**src/rtl/capp_pkg.sv**
```systemverilog
// rtl/capp_pkg.sv - shared op/state types and key/mask line encoding for the CAM sequencer
package capp_pkg;

    localparam int CAPP_WORD_W = 32;

    typedef enum logic [1:0] {
        OP_SEARCH     = 2'd0,
        OP_READ_NEXT  = 2'd1,
        OP_WRITE_RESP = 2'd2,
        OP_CLEAR_RESP = 2'd3
    } capp_op_e;

    typedef enum logic [2:0] {
        ST_IDLE,
        ST_DRIVE,
        ST_SAMPLE,
        ST_WRITE,
        ST_RESP
    } capp_state_e;

    // Search pairs flag rows holding the opposite value; write pairs name the value to store.
    function automatic logic [2*CAPP_WORD_W-1:0] capp_line_enc(
        input logic [CAPP_WORD_W-1:0] key,
        input logic [CAPP_WORD_W-1:0] mask,
        input logic                   for_write
    );
        logic [2*CAPP_WORD_W-1:0] lines;
        lines = '0;
        for (int j = 0; j < CAPP_WORD_W; j++) begin
            lines[2*j]   = mask[j] & (key[j] ^ for_write);
            lines[2*j+1] = mask[j] & ~(key[j] ^ for_write);
        end
        return lines;
    endfunction

endpackage

```
**src/rtl/capp_search_ctrl_if.sv**
```systemverilog
// rtl/capp_search_ctrl_if.sv - host command/response bundle; rsp_count exists with CAPP_RESP_COUNT_EN
interface capp_search_ctrl_if
    import capp_pkg::*;
#(
    parameter int WORD_W = 32,
    parameter int IDX_W  = 7
);
    logic              cmd_valid;
    logic              cmd_ready;
    capp_op_e          cmd_op;
    logic [WORD_W-1:0] cmd_key;
    logic [WORD_W-1:0] cmd_mask;
    logic              rsp_valid;
    logic              rsp_ready;
    logic              rsp_hit;
    logic [IDX_W-1:0]  rsp_index;
    logic [WORD_W-1:0] rsp_data;
`ifdef CAPP_RESP_COUNT_EN
    logic [IDX_W-1:0]  rsp_count;
`endif

    modport master (
        output cmd_valid, cmd_op, cmd_key, cmd_mask, rsp_ready,
        input  cmd_ready, rsp_valid, rsp_hit, rsp_index, rsp_data
`ifdef CAPP_RESP_COUNT_EN
        , input rsp_count
`endif
    );

    modport slave (
        input  cmd_valid, cmd_op, cmd_key, cmd_mask, rsp_ready,
        output cmd_ready, rsp_valid, rsp_hit, rsp_index, rsp_data
`ifdef CAPP_RESP_COUNT_EN
        , output rsp_count
`endif
    );

endinterface

```
**src/rtl/capp_prio_enc.sv**
```systemverilog
// rtl/capp_prio_enc.sv - combinational lowest-index priority encoder over the responder vector
module capp_prio_enc #(
    parameter int N     = 100,
    parameter int IDX_W = 7
) (
    input  logic [N-1:0]     vec,
    output logic             any,
    output logic [IDX_W-1:0] idx,
    output logic [N-1:0]     onehot
);

    always_comb begin
        any = |vec;
        idx = '0;
        for (int i = N - 1; i >= 0; i--) begin
            if (vec[i]) idx = IDX_W'(i);
        end
        // Two's complement isolates the lowest set bit.
        onehot = vec & (~vec + {{(N-1){1'b0}}, 1'b1});
    end

endmodule

```
**src/rtl/capp_search_ctrl.sv**
```systemverilog
// rtl/capp_search_ctrl.sv - CAM array search/read/write sequencer; CAPP_RESP_COUNT_EN adds rsp_count
module capp_search_ctrl
    import capp_pkg::*;
#(
    parameter int NUM_WORDS     = 100,
    parameter int WORD_W        = CAPP_WORD_W,
    parameter int IDX_W         = 7,
    parameter int SETTLE_CYCLES = 2,
    parameter int WRITE_CYCLES  = 1
) (
    input  logic                  clk,
    input  logic                  rst_n,
    capp_search_ctrl_if.slave     host,
    output logic [2*WORD_W-1:0]   mismatch_lines,
    output logic [2*WORD_W-1:0]   write_lines,
    output logic [NUM_WORDS-1:0]  row_sel,
    input  logic [NUM_WORDS-1:0]  array_mismatch,
    input  logic [WORD_W-1:0]     array_read
);

    capp_state_e          state_q, state_d;
    capp_op_e             op_q;
    logic [WORD_W-1:0]    key_q, mask_q;
    logic [7:0]           cnt_q;
    logic [NUM_WORDS-1:0] resp_q;
    logic [NUM_WORDS-1:0] mm_snap_q;
    logic [WORD_W-1:0]    rd_snap_q;
    logic                 rsp_hit_q;
    logic [IDX_W-1:0]     rsp_index_q;
    logic [WORD_W-1:0]    rsp_data_q;

    logic                 resp_any;
    logic [IDX_W-1:0]     low_idx;
    logic [NUM_WORDS-1:0] low_oh;
    logic                 accept;
    logic                 drive_done;
    logic                 write_done;

    capp_prio_enc #(.N(NUM_WORDS), .IDX_W(IDX_W)) u_prio (
        .vec    (resp_q),
        .any    (resp_any),
        .idx    (low_idx),
        .onehot (low_oh)
    );

    assign accept     = host.cmd_valid && (state_q == ST_IDLE);
    assign drive_done = (cnt_q == 8'(SETTLE_CYCLES - 1));
    assign write_done = (cnt_q == 8'(WRITE_CYCLES - 1));

    assign host.rsp_hit   = rsp_hit_q;
    assign host.rsp_index = rsp_index_q;
    assign host.rsp_data  = rsp_data_q;

`ifdef CAPP_RESP_COUNT_EN
    logic [IDX_W-1:0] count_q;

    function automatic logic [IDX_W-1:0] popcount(input logic [NUM_WORDS-1:0] v);
        int n;
        n = 0;
        for (int i = 0; i < NUM_WORDS; i++) begin
            if (v[i]) n++;
        end
        return IDX_W'(n);
    endfunction

    assign host.rsp_count = count_q;
`endif

    always_comb begin
        state_d = state_q;
        case (state_q)
            ST_IDLE: begin
                if (accept) begin
                    case (host.cmd_op)
                        OP_SEARCH:     state_d = ST_DRIVE;
                        OP_READ_NEXT:  state_d = resp_any ? ST_DRIVE : ST_RESP;
                        OP_WRITE_RESP: state_d = ST_WRITE;
                        default:       state_d = ST_RESP;
                    endcase
                end
            end
            ST_DRIVE:  if (drive_done) state_d = ST_SAMPLE;
            ST_SAMPLE: state_d = ST_RESP;
            ST_WRITE:  if (write_done) state_d = ST_RESP;
            ST_RESP:   if (host.rsp_ready) state_d = ST_IDLE;
            default:   state_d = ST_IDLE;
        endcase
    end

    // Lines decode from state, so an asynchronous reset drops them without waiting for a clock.
    always_comb begin
        host.cmd_ready = (state_q == ST_IDLE);
        host.rsp_valid = (state_q == ST_RESP);
        mismatch_lines = '0;
        write_lines    = '0;
        row_sel        = '0;
        if (state_q == ST_DRIVE) begin
            if (op_q == OP_SEARCH) mismatch_lines = capp_line_enc(key_q, mask_q, 1'b0);
            else                   row_sel        = low_oh;
        end
        if (state_q == ST_WRITE) begin
            write_lines = capp_line_enc(key_q, mask_q, 1'b1);
            row_sel     = resp_q;
        end
    end

    always_ff @(posedge clk or negedge rst_n) begin
        if (!rst_n) begin
            state_q     <= ST_IDLE;
            op_q        <= OP_SEARCH;
            key_q       <= '0;
            mask_q      <= '0;
            cnt_q       <= '0;
            resp_q      <= '0;
            mm_snap_q   <= '0;
            rd_snap_q   <= '0;
            rsp_hit_q   <= 1'b0;
            rsp_index_q <= '0;
            rsp_data_q  <= '0;
`ifdef CAPP_RESP_COUNT_EN
            count_q     <= '0;
`endif
        end else begin
            state_q <= state_d;
            case (state_q)
                ST_IDLE: begin
                    if (accept) begin
                        op_q        <= host.cmd_op;
                        key_q       <= host.cmd_key;
                        mask_q      <= host.cmd_mask;
                        cnt_q       <= '0;
                        rsp_hit_q   <= 1'b0;
                        rsp_index_q <= '0;
                        rsp_data_q  <= '0;
`ifdef CAPP_RESP_COUNT_EN
                        count_q     <= '0;
`endif
                        if (host.cmd_op == OP_CLEAR_RESP) resp_q <= '0;
                    end
                end
                ST_DRIVE: begin
                    cnt_q <= cnt_q + 8'd1;
                    // Array outputs are taken after the lines have been held the full settle time.
                    if (drive_done) begin
                        mm_snap_q <= array_mismatch;
                        rd_snap_q <= array_read;
                    end
                end
                ST_SAMPLE: begin
                    if (op_q == OP_SEARCH) begin
                        resp_q    <= ~mm_snap_q;
                        rsp_hit_q <= |(~mm_snap_q);
`ifdef CAPP_RESP_COUNT_EN
                        count_q   <= popcount(~mm_snap_q);
`endif
                    end else begin
                        resp_q      <= resp_q & ~low_oh;
                        rsp_hit_q   <= 1'b1;
                        rsp_index_q <= low_idx;
                        rsp_data_q  <= rd_snap_q;
`ifdef CAPP_RESP_COUNT_EN
                        count_q     <= popcount(resp_q & ~low_oh);
`endif
                    end
                end
                ST_WRITE: begin
                    cnt_q <= cnt_q + 8'd1;
                    if (write_done) begin
                        rsp_hit_q <= resp_any;
`ifdef CAPP_RESP_COUNT_EN
                        count_q   <= popcount(resp_q);
`endif
                    end
                end
                default: ;
            endcase
        end
    end

endmodule
```
**src/flat_wrapper.sv**
```systemverilog
// flat-port wrapper written by rule: the top's interface ports become plain ports
module capp_search_ctrl_flat import capp_pkg::*;
#(
    parameter int NUM_WORDS     = 100,
    parameter int WORD_W        = CAPP_WORD_W,
    parameter int IDX_W         = 7,
    parameter int SETTLE_CYCLES = 2,
    parameter int WRITE_CYCLES  = 1
)
  (clk, rst_n, mismatch_lines, write_lines, row_sel, array_mismatch, array_read, host_cmd_valid, host_cmd_op, host_cmd_key, host_cmd_mask, host_rsp_ready, host_cmd_ready, host_rsp_valid, host_rsp_hit, host_rsp_index, host_rsp_data);
  capp_search_ctrl_if #(.WORD_W(WORD_W), .IDX_W(IDX_W)) host_i ();
  input  logic clk;
  input  logic rst_n;
  output logic [2*WORD_W-1:0] mismatch_lines;
  output logic [2*WORD_W-1:0] write_lines;
  output logic [NUM_WORDS-1:0] row_sel;
  input  logic [NUM_WORDS-1:0] array_mismatch;
  input  logic [WORD_W-1:0] array_read;
  input wire logic [$bits(host_i.cmd_valid)-1:0] host_cmd_valid;
  input wire logic [$bits(host_i.cmd_op)-1:0] host_cmd_op;
  input wire logic [$bits(host_i.cmd_key)-1:0] host_cmd_key;
  input wire logic [$bits(host_i.cmd_mask)-1:0] host_cmd_mask;
  input wire logic [$bits(host_i.rsp_ready)-1:0] host_rsp_ready;
  output wire logic [$bits(host_i.cmd_ready)-1:0] host_cmd_ready;
  output wire logic [$bits(host_i.rsp_valid)-1:0] host_rsp_valid;
  output wire logic [$bits(host_i.rsp_hit)-1:0] host_rsp_hit;
  output wire logic [$bits(host_i.rsp_index)-1:0] host_rsp_index;
  output wire logic [$bits(host_i.rsp_data)-1:0] host_rsp_data;
  assign host_i.cmd_valid = host_cmd_valid;
  assign host_i.cmd_op = host_cmd_op;
  assign host_i.cmd_key = host_cmd_key;
  assign host_i.cmd_mask = host_cmd_mask;
  assign host_i.rsp_ready = host_rsp_ready;
  assign host_cmd_ready = host_i.cmd_ready;
  assign host_rsp_valid = host_i.rsp_valid;
  assign host_rsp_hit = host_i.rsp_hit;
  assign host_rsp_index = host_i.rsp_index;
  assign host_rsp_data = host_i.rsp_data;
  capp_search_ctrl #(.NUM_WORDS(NUM_WORDS), .WORD_W(WORD_W), .IDX_W(IDX_W), .SETTLE_CYCLES(SETTLE_CYCLES), .WRITE_CYCLES(WRITE_CYCLES)) u_core (.clk(clk), .rst_n(rst_n), .host(host_i), .mismatch_lines(mismatch_lines), .write_lines(write_lines), .row_sel(row_sel), .array_mismatch(array_mismatch), .array_read(array_read));
endmodule
```
**config.mk**
```make
export PLATFORM = sky130hd
export DESIGN_NAME = capp_search_ctrl_flat
export DESIGN_NICKNAME = d
export VERILOG_FILES = /design/src/rtl/capp_pkg.sv /design/src/rtl/capp_search_ctrl_if.sv /design/src/rtl/capp_prio_enc.sv /design/src/rtl/capp_search_ctrl.sv /design/src/flat_wrapper.sv
export SDC_FILE = /design/constraint.sdc
export NUM_CORES = 1
export LEC_CHECK = 0
export ABC_AREA = 0
export CAP_MARGIN = 15
export CORE_AREA = 2 2 235 237
export CTS_CLUSTER_DIAMETER = 100
export CTS_CLUSTER_SIZE = 28
export DETAILED_ROUTE_END_ITERATION = 8
export DIE_AREA = 0 0 237 239
export SYNTH_ARGS = -nofsm -noshare
export SYNTH_HDL_FRONTEND = slang
export SYNTH_HIERARCHICAL = 1
export SYNTH_SLANG_ARGS = --single-unit
```
**constraint.sdc**
```tcl
create_clock -name clk -period 3.9 [get_ports clk]
set_input_delay 0.78 -clock clk [delete_from_list [all_inputs] [get_ports clk]]
set_output_delay 0.78 -clock clk [all_outputs]
set_load 0.1 [all_outputs]
```
Word level (Yosys, flattened, before mapping)
Index checks and enable logic that the tools add are counted.
{"block": "totals", "ff_bits": 349, "inputBits": 202, "wordCells": 275}
{"block": "op_classes", "n_addsub": 2, "n_eq_ne": 14, "n_mux": 129, "bitwise": 101, "n_reduce_logical": 18}
{"cell": "$mux W7", "n": 102}
{"cell": "$mux W100", "n": 6}
{"cell": "$not A100 Y100", "n": 3}
{"cell": "$and A100 B100 Y100", "n": 2}
{"cell": "$pmux W100 S2", "n": 1}
{"cell": "$reduce_or A100 Y1", "n": 2}
{"cell": "$mux W64", "n": 3}
{"cell": "$add A100 B1 Y100 const B", "n": 1}
{"cell": "$and A1 B1 Y1", "n": 64}
{"cell": "$mux W32", "n": 2}
{"cell": "$pmux W32 S2", "n": 1}
{"cell": "$not A1 Y1", "n": 32}
{"cell": "$pmux W8 S2", "n": 1}
{"cell": "$mux W3", "n": 5}
{"cell": "$pmux W3 S5", "n": 1}
{"cell": "$pmux W7 S2", "n": 1}
{"cell": "$pmux W3 S3", "n": 1}
{"cell": "$reduce_and A3 Y1", "n": 3}
{"cell": "$add A8 B1 Y8 const B", "n": 1}
{"cell": "$eq A8 B1 Y1 const B", "n": 1}
{"cell": "$logic_not A8 Y1", "n": 1}
{"cell": "$mux W8", "n": 1}
{"cell": "$ne A2 B1 Y1 const B", "n": 4}
{"cell": "$eq A3 B2 Y1 const B", "n": 2}
{"cell": "15 further kinds", "n": 23}

Longest topological paths before layout
{"block": "logic_depth", "depth_word": 102, "ltp_mapped": 10}

Modules after synthesis
Netlist, hierarchy kept.
{"module": "capp_search_ctrl", "n_inst": 1, "cells_per_inst": 1639, "area_each_um2": 16079.2, "seq_area_each_um2": 8733.4}
{"module": "capp_prio_enc", "n_inst": 1, "cells_per_inst": 428, "area_each_um2": 2610.0, "seq_area_each_um2": 0.0}

Least setup slack after synthesis
Ideal clock, no wire load.
{"block": "synth_path", "path_type": "flip-flop to output port", "start": "register u_core.resp_q[47]", "end": "output row_sel[98]", "arrival_ns": 3.567, "path_slack_ns": -0.447, "path_stages_with_launch": 8, "path_buffers": 0, "cell_sequence": "dfrtp_1 > nor4_4 > nand3_2 > or4_4 > or3_4 > nor4_1 > a22oi_1 > nor2_1"}
{"block": "synth_via", "elab_chain_len": 6}
{"element": "from (decl)", "line_no": "capp_search_ctrl.sv:25", "text": "logic [NUM_WORDS-1:0] resp_q;"}
{"element": "from (signal assigned)", "line_no": "capp_search_ctrl.sv:151", "text": "resp_q <= ~mm_snap_q;"}
{"element": "from (signal assigned)", "line_no": "capp_search_ctrl.sv:157", "text": "resp_q <= resp_q & ~low_oh;"}
{"element": "$not A100 Y100", "line_no": "capp_prio_enc.sv:19", "text": "onehot = vec & (~vec + {{(N-1){1'b0}}, 1'b1});"}
{"element": "$add A100 B1 Y100", "line_no": "capp_prio_enc.sv:19"}
{"element": "$and A100 B100 Y100", "line_no": "capp_prio_enc.sv:19"}
{"element": "via u_core.low_oh[98]", "line_no": "capp_search_ctrl.sv:34", "text": "logic [NUM_WORDS-1:0] low_oh;"}
{"element": "$mux W100", "line_no": "capp_search_ctrl.sv:98", "text": "if (op_q == OP_SEARCH) mismatch_lines = capp_line_enc(key_q, mask_q, 1'b0);"}
{"element": "$mux W100", "line_no": "capp_search_ctrl.sv:97", "text": "if (state_q == ST_DRIVE) begin"}
{"element": "$mux W100", "line_no": "capp_search_ctrl.sv:101", "text": "if (state_q == ST_WRITE) begin"}
{"element": "to (decl)", "line_no": "flat_wrapper.sv:16", "text": "output logic [NUM_WORDS-1:0] row_sel;"}
The timed path passes the listed nets, and every way through them passes these cells.

Final worst setup path
{"block": "layout_path", "start": "register u_core.resp_q[82]", "end": "output row_sel[97]"}
Same word-level chain as after synthesis.

==> results.py <==
metrics = {
    "status": {
        "status": "finished, violations left",
        "violations": "setup timing",
    },
    "setup_path": {
        "end_kind": "output port",
        "cp_cell_sequence": "or4_4 > nor4bb_4 > nand4_1 > nor4_4 > buf_4 > nand2_2 > buf_8 > nor4b_4 > a22oi_2 > nor2_2 > buf_12",
        "worst-setup-path-type": "flop to output port",
        "crit_arrival_ns": 3.34,
        "cp_top_family": "simple AND/OR/NAND/NOR gates",
        "cp_num_buf_inv": 3,
        "start_kind": "flop",
        "worstPathRequired_ns": 3.12,
        "max_stage_delay_ns": 0.57,
        "crit_slowest_cell": "or4_4",
        "cp_max_fo": 5,
    },
    "floorplanning": {
        "die_area_um2": 56600,
        "core_region_area_um2": 54300,
        "rows": 86,
        "die_h_um": 239,
        "ios": 472,
        "die_w_um": 237,
        "start_util": 0.344,
    },
    "clock_tree": {
        "clockBufferDepth": 3,
        "cts.clk_slew.worst_paths_ns": 0.11,
        "cts.sinks": 349,
        "htreeDepth": 1,
        "worstSkewPairLatency_ns": 0.57,
        "cts_buffers": 17,
        "holdBufCountCts": 0,
        "tritoncts": "built",
        "clockRootBuffer": "clkbuf_16",
    },
    "global_routing": {
        "antenna_found_initial": 7,
        "grt_usage": 0.253,
        "grt.overflow.total": 0,
        "grt_pass1_vias": 18000,
        "grt_max_degree": 101,
        "grt_pass1_wl_um": 111000,
    },
    "logic_synthesis": {
        "synth_common_cells": "nand2_1 (377), dfrtp_1 (349), nor2_1 (308)",
        "synth_top_area_frac": 0.467,
        "synth.distinct_cells": 69,
        "syn-num-nets": 2272,
        "ys.flop_type": "dfrtp_1",
        "synth_edf_count": 0,
        "synth_area_per_cell_um2": 9.04,
        "yosysWarnings": 6,
        "ys_ff_latch": 349,
        "yosys-top-cells-area": "dfrtp_1 (47%), nand2_1 (7.6%), mux2_4 (6.4%), nor2_1 (6.2%), o21ai_0 (6.1%)",
        "synth_area_um2": 18700,
        "async_reset_ff_frac": 1.00,
        "synth_most_common_cell": "nand2_1",
        "yosys.area.top_type": "dfrtp_1",
        "synth_seq_area_share": 0.467,
        "synth_cells": 2067,
    },
    "timing": {
        "worstMarginPinSlew_ns": 1.09,
        "rsz0062_at_grt": "true",
        "maxSlewViolCount": 0,
        "hold_viol_final": 0,
        "fin_crit_sh": 1.06,
        "timing.final.crit_period_ns": 4.12,
        "fmaxAchievable_ghz": 0.243,
        "skew_ns": 0.0452,
        "timing.final.ws_setup_ns": -0.218,
        "setup_viol": 18,
        "relSlewSlack": 0.271,
    },
    "flow_run": {
        "drv_cap": 0,
    },
    "route": {
        "drtIter0Drc": 1368,
        "drt-pass1-iter-count": 5,
        "routed_via_density": 5.51,
        "finalWirelength_um": 74000,
        "detail_route.wl_per_cell_um": 22.5,
        "via_count": 18200,
        "drc_errors": 0,
        "antenna_left": 0,
    },
    "final_layout": {
        "fin_util": 0.528,
        "areaGrowthSynthToFinish_pct": 53.4,
        "final_nets": 2784,
        "layout-drive-gt1-share": 0.285,
    },
    "power_and_ir_drop": {
        "leakage_nw": 11.9,
        "power_density_nw_per_um2": 782,
        "ir_worst_vdd_v": 0.000397,
    },
    "placement": {
        "globalplace.congestion": 0.947,
        "portBuffers": 471,
        "dp_hpwl_um": 55000,
        "dp_worst_setup_slack_ns": 0.158,
    },
    "min_path": {
        "hp-class": "primary input to asynchronous set/reset pin",
    },
}
cells in the final DEF (no fill, tap or decap), types with 9 or more instances in the layout:
cell type and n:
nand4_1 41, clkdlybuf4s50_1 240, mux2_2 52, nand2b_1 37, buf_12 236, buf_4 134, nor4_2 13, nand2_1 370
inv_1 27, dfrtp_2 20, nand3_1 12, a22oi_1 85, a21oi_1 23, nor4_4 14, a22oi_2 15, mux2_4 80
and2_1 11, o21ai_0 229, a22o_1 39, and3_1 32, nor4_1 28, nor2_1 237, nor2_2 67, nor3_1 16
dfrtp_1 328, clkbuf_16 17, nor2b_1 9
worst register-to-register path, cell delays in order (launching register included):
cell,delay (ns)
dfrtp_4,0.47
buf_4,0.60
nor3b_1,0.67
nand2_2,0.69
buf_12,0.41
o21ai_0,0.24
per-stage QoR:
stage	total power [W]	cells	hold WS (ns)	setup TNS (ns)	cell area (um^2)
2_1_floorplan	0.0143	2067	0.448	0	18800
3_3_place_gp	0.0190	3228	0.470	0	27200
3_5_place_dp	0.0191	3228	0.474	0	27200
4_1_cts	0.0220	3281	0.200	-1.98	28300
5_1_grt	0.0237	3294	0.214	-6.57	28700
6_report	0.0224	3294	0.179	-2.02	28700
what timing repair did:
action,CTS,global route
buffers inserted,27,9
pin swaps,42,47
resized for setup,84,64
gates cloned,0,0
endpoints found under the setup margin,75,66
power breakdown:
| group | internal, W | switching (W) | leakage, nW |
|---|---|---|---|
| Clock | 0.000913 | 0.00128 | 0.258 |
| Sequential | 0.00526 | 0.00174 | 4.36 |
| Combinational | 0.00510 | 0.00813 | 7.28 |
| Total | 0.0113 | 0.0112 | 11.9 |
layout make-up:
type                    count  area (um^2)
repair buffers            615         8200
flip-flops and latches    349         8760
fillers                  4837        25700
well taps                 704          881
inverters                  27          101
multi-input cells        1569        10200
clock inverters             8         86.3
diodes                      4         10.0
clock buffers              18          439
worst paths after layout:
| check | from | end | slack [ns] | depth (start not counted) |
|---|---|---|---|---|
| worst min-delay path | rst_n | u_core/mm_snap_q[71] | 0.18 | 1 |
| worst min register to register | u_core/mm_snap_q[61] | u_core/resp_q[61] | 0.50 | 1 |
| worst max-delay path | u_core/resp_q[82] | row_sel[97] | -0.22 | 11 |
| worst max register to register | u_core/state_q[1] | u_core/resp_q[62] | 0.69 | 5 |
| min in group clk | u_core/mm_snap_q[61] | u_core/resp_q[61] | 0.50 | 1 |
| max in group asynchronous | rst_n | u_core/resp_q[3] | 2.72 | 2 |
flip-flops by register name (all words and copies together) (netlist names):
| name | flops |
|---|---|
| u_core/resp_q | 100 |
| u_core/host.rsp_index | 7 |
| u_core/host.rsp_hit | 1 |
| u_core/rd_snap_q | 32 |
| u_core/cnt_q | 8 |
| u_core/mask_q | 32 |
| u_core/state_q | 3 |
| u_core/key_q | 32 |
| u_core/host.rsp_data | 32 |
| u_core/op_q | 2 |
| u_core/mm_snap_q | 100 |
per-layer routing:
metal  global-route usage  share of wire
met5                    0        0.00055
met4                0.125          0.053
met3               0.0479          0.068
met2                0.413           0.47
met1                0.321           0.41
cells by family (layout without fill, tap and decap cells):
logic type / count (synthesis) / after routing / synth area share
adders and majority gates: 3 / 3 / 0.00201
and+or+nand+nor: 992 / 992 / 0.253
AOI/OAI and AO/OA: 441 / 441 / 0.147
DFF: 349 / 349 / 0.467
muxes: 133 / 133 / 0.0961
other: 0 / 4 / 0
buffers and inverters: 149 / 668 / 0.0343
No activity file was read; power rests on OpenSTA's default activity.
